--- config.mk ---
export PLATFORM = sky130hd
export DESIGN_NAME = wash_cycle_controller
export DESIGN_NICKNAME = d
export VERILOG_FILES = /design/src/rtl/wash_cycle_controller.sv
export SDC_FILE = /design/constraint.sdc
export NUM_CORES = 1
export LEC_CHECK = 0
export BUFFER_PORTS_ARGS = -buffer_cell sky130_fd_sc_hd__buf_2
export CAP_MARGIN = 10
export CELL_PAD_IN_SITES_DETAIL_PLACEMENT = 0
export CELL_PAD_IN_SITES_GLOBAL_PLACEMENT = 1
export CORE_MARGIN = 3
export CORE_UTILIZATION = 43
export DETAILED_ROUTE_END_ITERATION = 10
export PLACE_DENSITY_LB_ADDON = 0.1
export SYNTH_ARGS = -nofsm -noshare
export SYNTH_HDL_FRONTEND = slang
export SYNTH_SLANG_ARGS = --single-unit
--- constraint.sdc ---
create_clock -name Clock -period 4.9 [get_ports Clock]
set_clock_uncertainty 0.15 [all_clocks]
set_input_delay 0.49 -clock Clock [delete_from_list [all_inputs] [get_ports Clock]]
set_output_delay 0.49 -clock Clock [all_outputs]
set_load 0.005 [all_outputs]
--- src/rtl/wash_cycle_controller.sv ---
// -----------------------------------------------------------------------------
// wash_cycle_controller
//
// Sequences one washing-machine cycle:
//   IDLE -> FILL -> WASH -> DRAIN -> (FILL -> RINSE -> DRAIN) x NUM_RINSE
//        -> SPIN -> DONE -> IDLE
// Any fault lands in FAULT. FAULT is left only through Reset.
//
// Ports
//   Clock            : sole clock. All state changes on the rising edge.
//   Reset            : synchronous, active-high.
//   Start            : level. Requests a cycle while in IDLE.
//   Door_Close       : 1 = door shut.
//   Filled, Drained  : tub level sensors (full / empty).
//   Detergent_Added  : pulse or level. Detergent is present.
//   Pause            : level. Freezes progress while high.
//   Motor_on, Fill_valve_on, Drained_valve_on : actuator drives.
//   Door_Lock, Done, Fault                    : status lines.
//   State            : IDLE=0 FILL=1 WASH=2 DRAIN=3 RINSE=4 SPIN=5 DONE=6
//                      FAULT=7.
//   Rinse_Count      : rinse passes completed in the current cycle.
// -----------------------------------------------------------------------------
module wash_cycle_controller #(
  parameter int WASH_TICKS    = 8,
  parameter int RINSE_TICKS   = 4,
  parameter int SPIN_TICKS    = 6,
  parameter int NUM_RINSE     = 2,
  parameter int LEVEL_TIMEOUT = 16,
  parameter int TMR_W         = 8
) (
  input  logic       Clock,
  input  logic       Reset,
  input  logic       Start,
  input  logic       Door_Close,
  input  logic       Filled,
  input  logic       Drained,
  input  logic       Detergent_Added,
  input  logic       Pause,
  output logic       Motor_on,
  output logic       Fill_valve_on,
  output logic       Drained_valve_on,
  output logic       Door_Lock,
  output logic       Done,
  output logic       Fault,
  output logic [2:0] State,
  output logic [3:0] Rinse_Count
);

  typedef enum logic [2:0] {
    S_IDLE  = 3'd0,
    S_FILL  = 3'd1,
    S_WASH  = 3'd2,
    S_DRAIN = 3'd3,
    S_RINSE = 3'd4,
    S_SPIN  = 3'd5,
    S_DONE  = 3'd6,
    S_FAULT = 3'd7
  } state_e;

  // Terminal timer values. A phase ends on the cycle in which the timer
  // shows its last value.
  localparam logic [TMR_W-1:0] WASH_LAST  = TMR_W'(WASH_TICKS - 1);
  localparam logic [TMR_W-1:0] RINSE_LAST = TMR_W'(RINSE_TICKS - 1);
  localparam logic [TMR_W-1:0] SPIN_LAST  = TMR_W'(SPIN_TICKS - 1);
  localparam logic [TMR_W-1:0] LEVEL_LAST = TMR_W'(LEVEL_TIMEOUT - 1);
  localparam logic [3:0]       RINSE_MAX  = 4'(NUM_RINSE);

  state_e           state_q, state_d;
  logic [TMR_W-1:0] timer_q, timer_d;
  logic [3:0]       rinse_q, rinse_d;
  logic             flag_q, flag_d;
  logic             drained_q;
  logic             busy;

  // The door-locked phases FILL..SPIN share the door-open fault rule.
  assign busy = (state_q == S_FILL)  || (state_q == S_WASH) ||
                (state_q == S_DRAIN) || (state_q == S_RINSE) ||
                (state_q == S_SPIN);

  // Next-state logic. Pause suppresses every timer- and sensor-driven move.
  // An open door overrides all of it, so that check comes last. The timer
  // restarts on every state change. In WASH it only counts once detergent
  // is in. This way a late detergent pulse still yields a full wash.
  always_comb begin
    state_d = state_q;
    rinse_d = rinse_q;
    flag_d  = flag_q;
    timer_d = timer_q;

    if (((state_q == S_FILL) || (state_q == S_WASH)) && Detergent_Added)
      flag_d = 1'b1;

    case (state_q)
      S_IDLE: begin
        rinse_d = 4'd0;
        flag_d  = 1'b0;
        if (Start && Door_Close)
          state_d = S_FILL;
      end
      S_FILL: begin
        if (!Pause) begin
          if (Filled)
            state_d = (rinse_q == 4'd0) ? S_WASH : S_RINSE;
          else if (timer_q == LEVEL_LAST)
            state_d = S_FAULT;
        end
      end
      S_WASH: begin
        if (!Pause && flag_q && (timer_q == WASH_LAST))
          state_d = S_DRAIN;
      end
      S_DRAIN: begin
        if (!Pause) begin
          if (Drained) begin
            if (rinse_q < RINSE_MAX) begin
              state_d = S_FILL;
              rinse_d = rinse_q + 4'd1;
            end else begin
              state_d = S_SPIN;
            end
          end else if (timer_q == LEVEL_LAST) begin
            state_d = S_FAULT;
          end
        end
      end
      S_RINSE: begin
        if (!Pause && (timer_q == RINSE_LAST))
          state_d = S_DRAIN;
      end
      S_SPIN: begin
        if (!Pause && (timer_q == SPIN_LAST))
          state_d = S_DONE;
      end
      S_DONE: begin
        if (!Door_Close)
          state_d = S_IDLE;
      end
      S_FAULT: begin
        state_d = S_FAULT;
      end
      default: begin
        state_d = S_IDLE;
      end
    endcase

    if (busy && !Door_Close) begin
      state_d = S_FAULT;
      rinse_d = rinse_q;
    end

    if (state_d != state_q)
      timer_d = '0;
    else if (busy && !Pause && ((state_q != S_WASH) || flag_q))
      timer_d = timer_q + 1'b1;
  end

  // State registers. Reset wins over everything. Drained is registered here
  // so the FAULT door lock follows the sensor one cycle late. That keeps
  // every output free of a combinational input path, except Pause.
  always_ff @(posedge Clock) begin
    if (Reset) begin
      state_q   <= S_IDLE;
      timer_q   <= '0;
      rinse_q   <= 4'd0;
      flag_q    <= 1'b0;
      drained_q <= 1'b0;
    end else begin
      state_q   <= state_d;
      timer_q   <= timer_d;
      rinse_q   <= rinse_d;
      flag_q    <= flag_d;
      drained_q <= Drained;
    end
  end

  // Moore output decode. Pause kills the motor and valves in the working
  // phases, but the door stays locked. FAULT keeps the drain open. It also
  // holds the door locked until the tub reads empty.
  always_comb begin
    Motor_on         = 1'b0;
    Fill_valve_on    = 1'b0;
    Drained_valve_on = 1'b0;
    Door_Lock        = busy;
    Done             = (state_q == S_DONE);
    Fault            = (state_q == S_FAULT);
    case (state_q)
      S_FILL:  Fill_valve_on    = !Pause;
      S_WASH:  Motor_on         = !Pause && flag_q;
      S_DRAIN: Drained_valve_on = !Pause;
      S_RINSE: Motor_on         = !Pause;
      S_SPIN: begin
        Motor_on         = !Pause;
        Drained_valve_on = !Pause;
      end
      S_FAULT: begin
        Drained_valve_on = 1'b1;
        Door_Lock        = !drained_q;
      end
      default: begin
        Motor_on = 1'b0;
      end
    endcase
  end

  assign State       = state_q;
  assign Rinse_Count = rinse_q;

endmodule

==> out/metrics.cfg, run 1 <==
[status]
status = complete, no violations

[placement]
place.gp.congestion = 0.8426
portBuffers = 20
dpl.hpwl_um = 1935
placedInstanceArea_mm2 = 0.001229
pre_cts_ws_ps = 2304

[timing]
worst_pin_slew_ps = 713.7
finalHoldViolations = 0
fmaxAchievable_mhz = 374.0
final-max-slew-violation-count = 0
rsz0062_at_grt = false
min_period_ps = 2674
setup_tns_ps = 0
setup_viol_count_final = 0
worst_slack_ps = 2226
final.period_utilization_pct = 54.56
max_slew_margin_pct = 51.75

[global_route]
grt_pass1_vias = 945
grt_max_degree = 22
groute.usage.overall_pct = 16.87
overflow = 0
grt_pass1_wl_um = 4347
antenna_found_initial = 0

[setup_path]
critPathRequiredTime_ps = 4980
cp_max_fo = 17
critPathMaxStageDelay_ps = 700
end_kind = flop
worst_path_max_delay_cell = dfxtp_1
arrival_ps = 2760
critPathKind = reg -> reg
path_cells = inv_1, a221o_1, nand4_1, xnor2_1, or4_1, a211oi_2
startpoint_type = flop

[floorplan]
coreArea_mm2 = 0.002361
rows = 17
initial_core_util_pct = 48.01
boundaryPins = 21
die_area_mm2 = 0.003288
die_h_um = 57.35
chipWidth_um = 57.35

[route]
drt_iter0_drc = 15
drc = 0
vias = 1069
routed_wl_um = 2636
via_per_inst = 5.717
routedWlPerCell_um = 14.10
ant_nets = 0
drt_first_pass_iters = 4

[power_and_ir_drop]
p_clk_share_pct = 18.4
sw_frac_of_total_pct = 39.77
vdd_drop_max_uv = 208.3
share_comb_of_total_power_pct = 38.2
finalPower_mw = 0.4337
p_int_mw = 0.2612
leakagePower_nw = 0.5103
power_density_mw_per_mm2 = 345.2
power_frac_seq_pct = 43.5
p_sw_mw = 0.1725

[synthesis]
synth_top_cell_by_area = dfxtp_1
yosys.area.top_type_share_pct = 30.02
async_flop_share_pct = 0
syn-cell-area_mm2 = 0.001134
ys_top_cells_by_count = nor2_1 (23), dfxtp_1 (17), a21oi_1 (12), inv_1 (10), nand2_1 (10)
synth_edf_count = 0
synthFlopType = dfxtp_1
yosys_warnings = 0
ys_top_cells_by_area = dfxtp_1 (30%), nor2_1 (7.6%), a21oi_1 (5.3%)
syn_area_per_cell_um2 = 7.927
yosysSeqAreaShare_pct = 30.02
synth.most_common_cell = nor2_1
yosysUniqueCellTypes = 47
synth_seq_cells = 17
synthCells = 143
syn_nets = 155

[cts]
post_cts_buffers = 0
clk_pin_slew_ps = 110
clock_path_buffers = 2
cts_hold_buf = 0
clock_latency_ps = 300
cts_htree_levels = 1
cts_buffers = 3
cts-resized-gates = 0
cts_root_buffer = clkbuf_4
clock_sinks = 17
cts_tree = done

[final_layout]
diodes = 0
seq_area_um2 = 340.3
design_area_mm2 = 0.001256
num-fill-cells = 236
multi_input_area_um2 = 715.7
drive_gt1_share_pct = 18.24
fin_nets = 172
syn_to_final_growth_pct = 10.82

[run]
cap_violations = 0

[worst_hold_path]
hold_path.class = in -> reg

==> sequential cells by signal (all words and copies together), names as in the netlist <==
signal and flops:
timer_q 8, flag_q 1, drained_q 1, State 3, Rinse_Count 4
==> area by class of cell <==
class	instances	share of cell area [%]
clock inverter	1	0.3984
sequential	17	27.09
clock buffer	3	1.793
tap	28	2.789
timing repair buffer	20	7.968
inverter	10	2.988
multi-input combinational	108	56.97
==> path summary, 6_finish.rpt <==
kind                                 startpoint              to  slack [ps]  depth (start not counted)
worst min-delay path            Detergent_Added          flag_q         290                          3
worst min register to register   Rinse_Count[3]  Rinse_Count[3]         400                          2
worst max register to register         State[0]      timer_q[1]        2230                          6
worst max-delay path                   State[0]      timer_q[1]        2230                          6
==> through the flow <==
stage	hold WS [ps]	std cells	util (%)
global route	275.5	187	53.21
CTS	275.6	187	53.21
global placement	360.8	183	52.04
detailed placement	374.0	183	52.04
floorplan	324.5	143	-
finish	285.6	187	53.21
==> critical path: cells and delay by family, from the launching register on <==
family / cells / cell delay [ps]
AOI/OAI and AO/OA: 2 / 620
buffers and inverters: 1 / 240
and+or+nand+nor: 2 / 810
xor gates and xnor gates: 1 / 80
DFF: 1 / 700
==> layout by cell type, fill, tap and decap left out, types with 4 or more instances in the layout <==
| master | instances |
|---|---|
| nor2_1 | 23 |
| buf_2 | 20 |
| nand4_1 | 5 |
| inv_1 | 10 |
| dfxtp_1 | 17 |
| a21oi_1 | 12 |
| xnor2_1 | 5 |
| ha_1 | 4 |
| xor2_1 | 4 |
| nand2_1 | 10 |
==> power by group through the flow <==
| stage | logic [mW] | clock network, mW | registers, mW |
|---|---|---|---|
| floorplan | 0.144 | 0 | 0.170 |
| CTS | 0.168 | 0.0822 | 0.187 |
| global route | 0.184 | 0.0885 | 0.193 |
| global placement | 0.165 | 0 | 0.189 |
| detailed placement | 0.167 | 0 | 0.190 |
| finish | 0.166 | 0.0797 | 0.188 |
==> layer usage <==
metal  global-route usage, %  part of all wire [%]  vias to the layer above
met4                   7.616                   1.7                        0
li1                        -                     -                      536
met1                   23.26                    48                      496
met3                   3.620                   5.6                        6
met5                       0                     0                        -
met2                   25.00                    45                       31
==> cells by family (layout without fill, tap and decap cells) <==
logic type      count (synthesis)  after routing  share of synthesized area [%]
compound gates                 30             30                          18.65
xor+xnor                        9              9                          6.953
fa+ha+maj                       4              4                          4.415
buf+inv                        18             34                          6.844
flops                          17             17                          30.02
mux                             2              2                          1.766
simple gates                   63             63                          31.35
Power figures use the tool's default switching activity.
==> inputs of run 2 (changes only) <==
--- a/config.mk
+++ b/config.mk
@@ -5,12 +5,13 @@
 export SDC_FILE = /design/constraint.sdc
 export NUM_CORES = 1
 export LEC_CHECK = 0
+export ABC_AREA = 1
 export BUFFER_PORTS_ARGS = -buffer_cell sky130_fd_sc_hd__buf_2
 export CAP_MARGIN = 10
 export CELL_PAD_IN_SITES_DETAIL_PLACEMENT = 0
 export CELL_PAD_IN_SITES_GLOBAL_PLACEMENT = 1
 export CORE_MARGIN = 3
-export CORE_UTILIZATION = 43
+export CORE_UTILIZATION = 39
 export DETAILED_ROUTE_END_ITERATION = 10
 export PLACE_DENSITY_LB_ADDON = 0.1
 export SYNTH_ARGS = -nofsm -noshare
==> constraint.sdc (replaced) <==
create_clock -name Clock -period 2.7 [get_ports Clock]
set_clock_uncertainty 0.15 [all_clocks]
set_input_delay 0.27 -clock Clock [delete_from_list [all_inputs] [get_ports Clock]]
set_output_delay 0.27 -clock Clock [all_outputs]
set_load 0.005 [all_outputs]
==> out/metrics.cfg, run 2 <==
[setup_path]
path_cells = nor3_4, nor2_2, nand2_2, nor3_1, nand3b_1, xor2_1, inv_1, nor2_2
cp_common_cell = nor2_2
path_buf_inv = 1
timing.rr.start = State[2]
crit_path_start = State[2]
end_kind = flop
reg2reg_depth = 8
critPathMaxStageDelay_ps = 680
critPathRequiredTime_ps = 2790
arrival_ps = 2220
worst_path_max_delay_cell = dfxtp_1
startpoint_type = flop
crit_cells = 8
cp_max_fo = 10
crit_family = simple AND/OR/NAND/NOR gates
critPathKind = reg -> reg

[synthesis]
ys_top_cells_by_area = dfxtp_1 (26%), nand2_1 (13%), inv_1 (8.9%)
syn_nets = 213
yosysUniqueCellTypes = 30
synthFlopType = dfxtp_1
yosysSeqAreaShare_pct = 26.05
synth_top_cell_by_area = dfxtp_1
synth_edf_count = 0
syn-cell-area_mm2 = 0.001306
yosys.area.top_type_share_pct = 26.05
ys_top_cells_by_count = nand2_1 (46), inv_1 (31), dfxtp_1 (17), nand3_1 (17), nor2_1 (17)
yosys_warnings = 0
syn_area_per_cell_um2 = 6.499
synth_seq_cells = 17
async_flop_share_pct = 0
synth.most_common_cell = nand2_1
synthCells = 201

[worst_hold_path]
whs_path_depth = 2
hold_start = Reset
hold_path.class = in -> reg

[cts]
post_cts_buffers = 0
cts_tree = done
clock_latency_ps = 290
clock_path_buffers = 2
cts_hold_buf = 0
clk_pin_slew_ps = 100
cts_buffers = 3
cts_root_buffer = clkbuf_4
cts-resized-gates = 0
clock_sinks = 17
cts_htree_levels = 1

[floorplan]
die_area_mm2 = 0.004080
initial_core_util_pct = 41.76
rows = 20
coreArea_mm2 = 0.003128
boundaryPins = 21
die_h_um = 63.88
chipWidth_um = 63.88

[placement]
portBuffers = 20
place.gp.congestion = 0.7940
dpl.hpwl_um = 2421

[run]
cap_violations = 0

[route]
drc = 0
vias = 1254
drt_first_pass_iters = 4
ant_nets = 0
drt_iter0_drc = 84
routedWlPerCell_um = 11.05
routed_wl_um = 2939
via_per_inst = 4.714

[global_route]
grt_pass1_vias = 1217
grt_max_degree = 11
groute.usage.overall_pct = 15.85
antenna_found_initial = 0
grt_pass1_wl_um = 5244
overflow = 0

[timing]
finalHoldViolations = 0
setup_tns_ps = 0
final.period_utilization_pct = 79.04
final-max-slew-violation-count = 0
rsz0062_at_grt = false
min_period_ps = 2134
max_slew_margin_pct = 63.50
worst_pin_slew_ps = 546.7
fmaxAchievable_mhz = 468.6
setup_viol_count_final = 0

[final_layout]
drive_gt1_share_pct = 26.13
layout_common_cells = nand2_1 (46), inv_1 (31), buf_2 (20)
regMostFlops = timer_q
num-fill-cells = 329
fin_nets = 235
diodes = 0
largest_register_ffs = 8
layout_commonest_cell = nand2_1
postLayoutCoreUtil_pct = 46.60
syn_to_final_growth_pct = 11.59

[power_and_ir_drop]
vdd_drop_max_uv = 372.9
leakagePower_nw = 0.7152
power_density_mw_per_mm2 = 863.7

[status]
status = complete, no violations

[run 2: changes by cell type in the layout (fill, tap and decap cells not counted), sizes merged, moves of 3 or more]
cell	change
nand2	+43
inv	+28
nand3	+18
nor2	+10
nor3	+5
xnor2	-5
and3	-3
nand2b	-3
nor2b	-3
[run 2: power by group]
group          internal [mW]  switching (mW)  total (mW)
logic                  0.263           0.461       0.724
clock network         0.0575          0.0839       0.141
registers              0.291           0.102       0.393
[run 2: path summary, 6_finish.rpt]
kind / end / slack, ps
worst max register to register: timer_q[6] / 570
worst max-delay path: timer_q[6] / 570
worst min register to register: Rinse_Count[3] / 320
worst min-delay path: State[0] / 50
[run 2: per-stage QoR]
| step | instances | worst slack (ps) | power, mW | hold WS [ps] | cell area [um2] |
|---|---|---|---|---|---|
| global route | 266 | 343.6 | 1.388 | 57.55 | 1458 |
| global placement | 262 | 568.2 | 1.118 | 298.3 | 1431 |
| floorplan | 201 | 989.7 | 0.9772 | 189.1 | 1306 |
| detailed placement | 262 | 566.3 | 1.128 | 305.5 | 1431 |
| CTS | 266 | 543.1 | 1.275 | 36.91 | 1458 |
| finish | 266 | 565.9 | 1.259 | 48.72 | 1458 |
[run 2: final cells by class]
| class | instances | area (um2) | share of cell area, % |
|---|---|---|---|
| clock buffer | 4 | 26.28 | 1.803 |
| inverter | 40 | 156.4 | 10.73 |
| multi-input combinational | 141 | 779.5 | 53.48 |
| tap | 44 | 55.05 | 3.777 |
| timing repair buffer | 20 | 100.1 | 6.867 |
| sequential | 17 | 340.3 | 23.35 |
[run 2: cells by family after synthesis]
logic type | Yosys count | share of synthesized area, %
AOI/OAI and AO/OA | 15 | 6.227
buffers and inverters | 43 | 14.27
adders and majority gates | 4 | 3.832
xor gates and xnor gates | 5 | 3.352
muxes | 1 | 0.7663
DFF | 17 | 26.05
and+or+nand+nor | 116 | 45.50
[run 2: routing by layer]
metal,routed length [um],track usage (%),up-vias
met1,1479,21.57,564
met3,139,2.812,2
met5,0,0,-
met2,1305,25.29,23
li1,-,-,665
met4,15,4.852,0
==> inputs of run 3 (changes only) <==
==> constraint.sdc (replaced) <==
create_clock -name Clock -period 2.15 [get_ports Clock]
set_clock_uncertainty 0.15 [all_clocks]
set_input_delay 0.215 -clock Clock [delete_from_list [all_inputs] [get_ports Clock]]
set_output_delay 0.215 -clock Clock [all_outputs]
set_load 0.005 [all_outputs]
==> out/metrics.cfg, run 3 (synthesis gave the netlist of run 2 again) <==
[setup_path]
path_buf_inv = 1
path_cells = ha_1, nand2_1, nor2_1, nand3_1, nand3_1, nand2_1, clkinv_1, nor2_1, nand3_1, nand2_1, nor2_4, nand2_4, nor2_2
critPathMaxStageDelay_ps = 340
crit_cells = 13
startpoint_type = flop
reg2reg_depth = 13
arrival_ps = 1980
end_kind = flop
worst_path_max_delay_cell = dfxtp_1
critPathRequiredTime_ps = 2200
crit_family = simple AND/OR/NAND/NOR gates
cp_max_fo = 8
critPathKind = reg -> reg

[cts]
clk_pin_slew_ps = 100
clock_path_buffers = 2
clock_sinks = 17
cts_root_buffer = clkbuf_4
cts_htree_levels = 1
clock_latency_ps = 290
cts_tree = done
cts_buffers = 3

[final_layout]
diodes = 0
regMostFlops = timer_q
syn_to_final_growth_pct = 13.98
layout_common_cells = nand2_1 (46), inv_1 (31), buf_2 (20)
layout_commonest_cell = nand2_1
fin_nets = 238
largest_register_ffs = 8
seq_area_um2 = 341.6
multi_input_area_um2 = 784.5
drive_gt1_share_pct = 27.56
num-fill-cells = 356

[route]
routedWlPerCell_um = 11.22
via_per_inst = 4.546
drc = 0
drt_iter0_drc = 38
routed_wl_um = 3017
drt_first_pass_iters = 4
ant_nets = 0
vias = 1223

[timing]
setup_tns_ps = 0
worst_pin_slew_ps = 288.6
finalHoldViolations = 0
setup_viol_count_final = 0
holdWs_ps = 29.27
min_period_ps = 1935
final.period_utilization_pct = 90.01
fmaxAchievable_mhz = 516.7
rsz0062_at_grt = false
final-max-slew-violation-count = 0
max_slew_margin_pct = 80.69

[run]
cap_violations = 0

[power_and_ir_drop]
p_sw_mw = 0.8184
share_comb_of_total_power_pct = 63.1
p_int_mw = 0.7941
power_density_mw_per_mm2 = 1083
p_clk_share_pct = 10.8
leakagePower_nw = 0.7302
power_frac_seq_pct = 26.1
finalPower_mw = 1.613
sw_frac_of_total_pct = 50.75
vdd_drop_max_uv = 445.1

[floorplan]
chipWidth_um = 63.88
coreArea_mm2 = 0.003128
die_area_mm2 = 0.004080
die_h_um = 63.88
rows = 20
boundaryPins = 21
initial_core_util_pct = 41.76

[global_route]
top_usage_layer = met2
use_met2_pct = 26.06
grt_use_met1_pct = 21.89
antenna_found_initial = 0
grt_pass1_vias = 1206
grt_util_met3_pct = 2.109
overflow = 0
grt_pass1_wl_um = 5271
groute.usage.overall_pct = 16.15
grt_max_degree = 11

[status]
status = complete, no violations

[worst_hold_path]
whs_path_depth = 3
hold_path.class = in -> reg

[placement]
place.gp.congestion = 0.8225
dpl.hpwl_um = 2441
portBuffers = 20

[run 3: worst register-to-register path, cell delays in order (launching register included)]
cell and delay (ps):
dfxtp_1 340, ha_1 230, nand2_1 150, nor2_1 60, nand3_1 120, nand3_1 80
nand2_1 90, clkinv_1 60, nor2_1 130, nand3_1 80, nand2_1 120, nor2_4 50
nand2_4 130, nor2_2 50
[run 3: routing by layer]
metal	part of all wire, %	wire (um)
met1	50	1522
met5	0	0
met3	3.3	99
met2	45	1359
met4	1.2	36
[run 3: path summary, 6_finish.rpt]
kind | startpoint | endpoint | slack (ps)
max | timer_q[0] | timer_q[5] | 210
min | Detergent_Added | flag_q | 30
max reg2reg | timer_q[0] | timer_q[5] | 210
min reg2reg | Rinse_Count[3] | Rinse_Count[3] | 330
[run 3: metrics by stage]
step / utilization, % / std cells / worst slack [ps] / area [um2]
finish: 47.60 / 269 / 214.7 / 1489
global route: 47.60 / 269 / 34.40 / 1489
CTS: 47.40 / 269 / 107.1 / 1483
detailed placement: 46.24 / 264 / 140.1 / 1446
global placement: 46.24 / 264 / 140.6 / 1446
floorplan: - / 201 / 439.7 / 1306
[run 3: final cells by class]
cell class | instances | area share (%)
inverter | 40 | 10.50
clock buffer | 4 | 1.765
multi-input combinational | 141 | 52.69
tap | 44 | 3.697
sequential | 17 | 22.94
timing repair buffer | 23 | 8.403
[run 3: repair_timing]
| action | CTS | global route |
|---|---|---|
| endpoints found under the hold margin | 1 | 0 |
| setup endpoints to repair | 0 | 1 |
| buffers inserted | 0 | 0 |
| gates resized for setup | 0 | 2 |
| hold buffers | 1 | 0 |
[run 3: power groups by stage]
stage / Clock, mW / Combinational [mW] / Sequential [mW]
finish: 0.174 / 1.02 / 0.421
global route: 0.203 / 1.15 / 0.431
CTS: 0.184 / 1.02 / 0.420
detailed placement: 0 / 1.02 / 0.427
global placement: 0 / 1.02 / 0.426
floorplan: 0 / 0.816 / 0.411
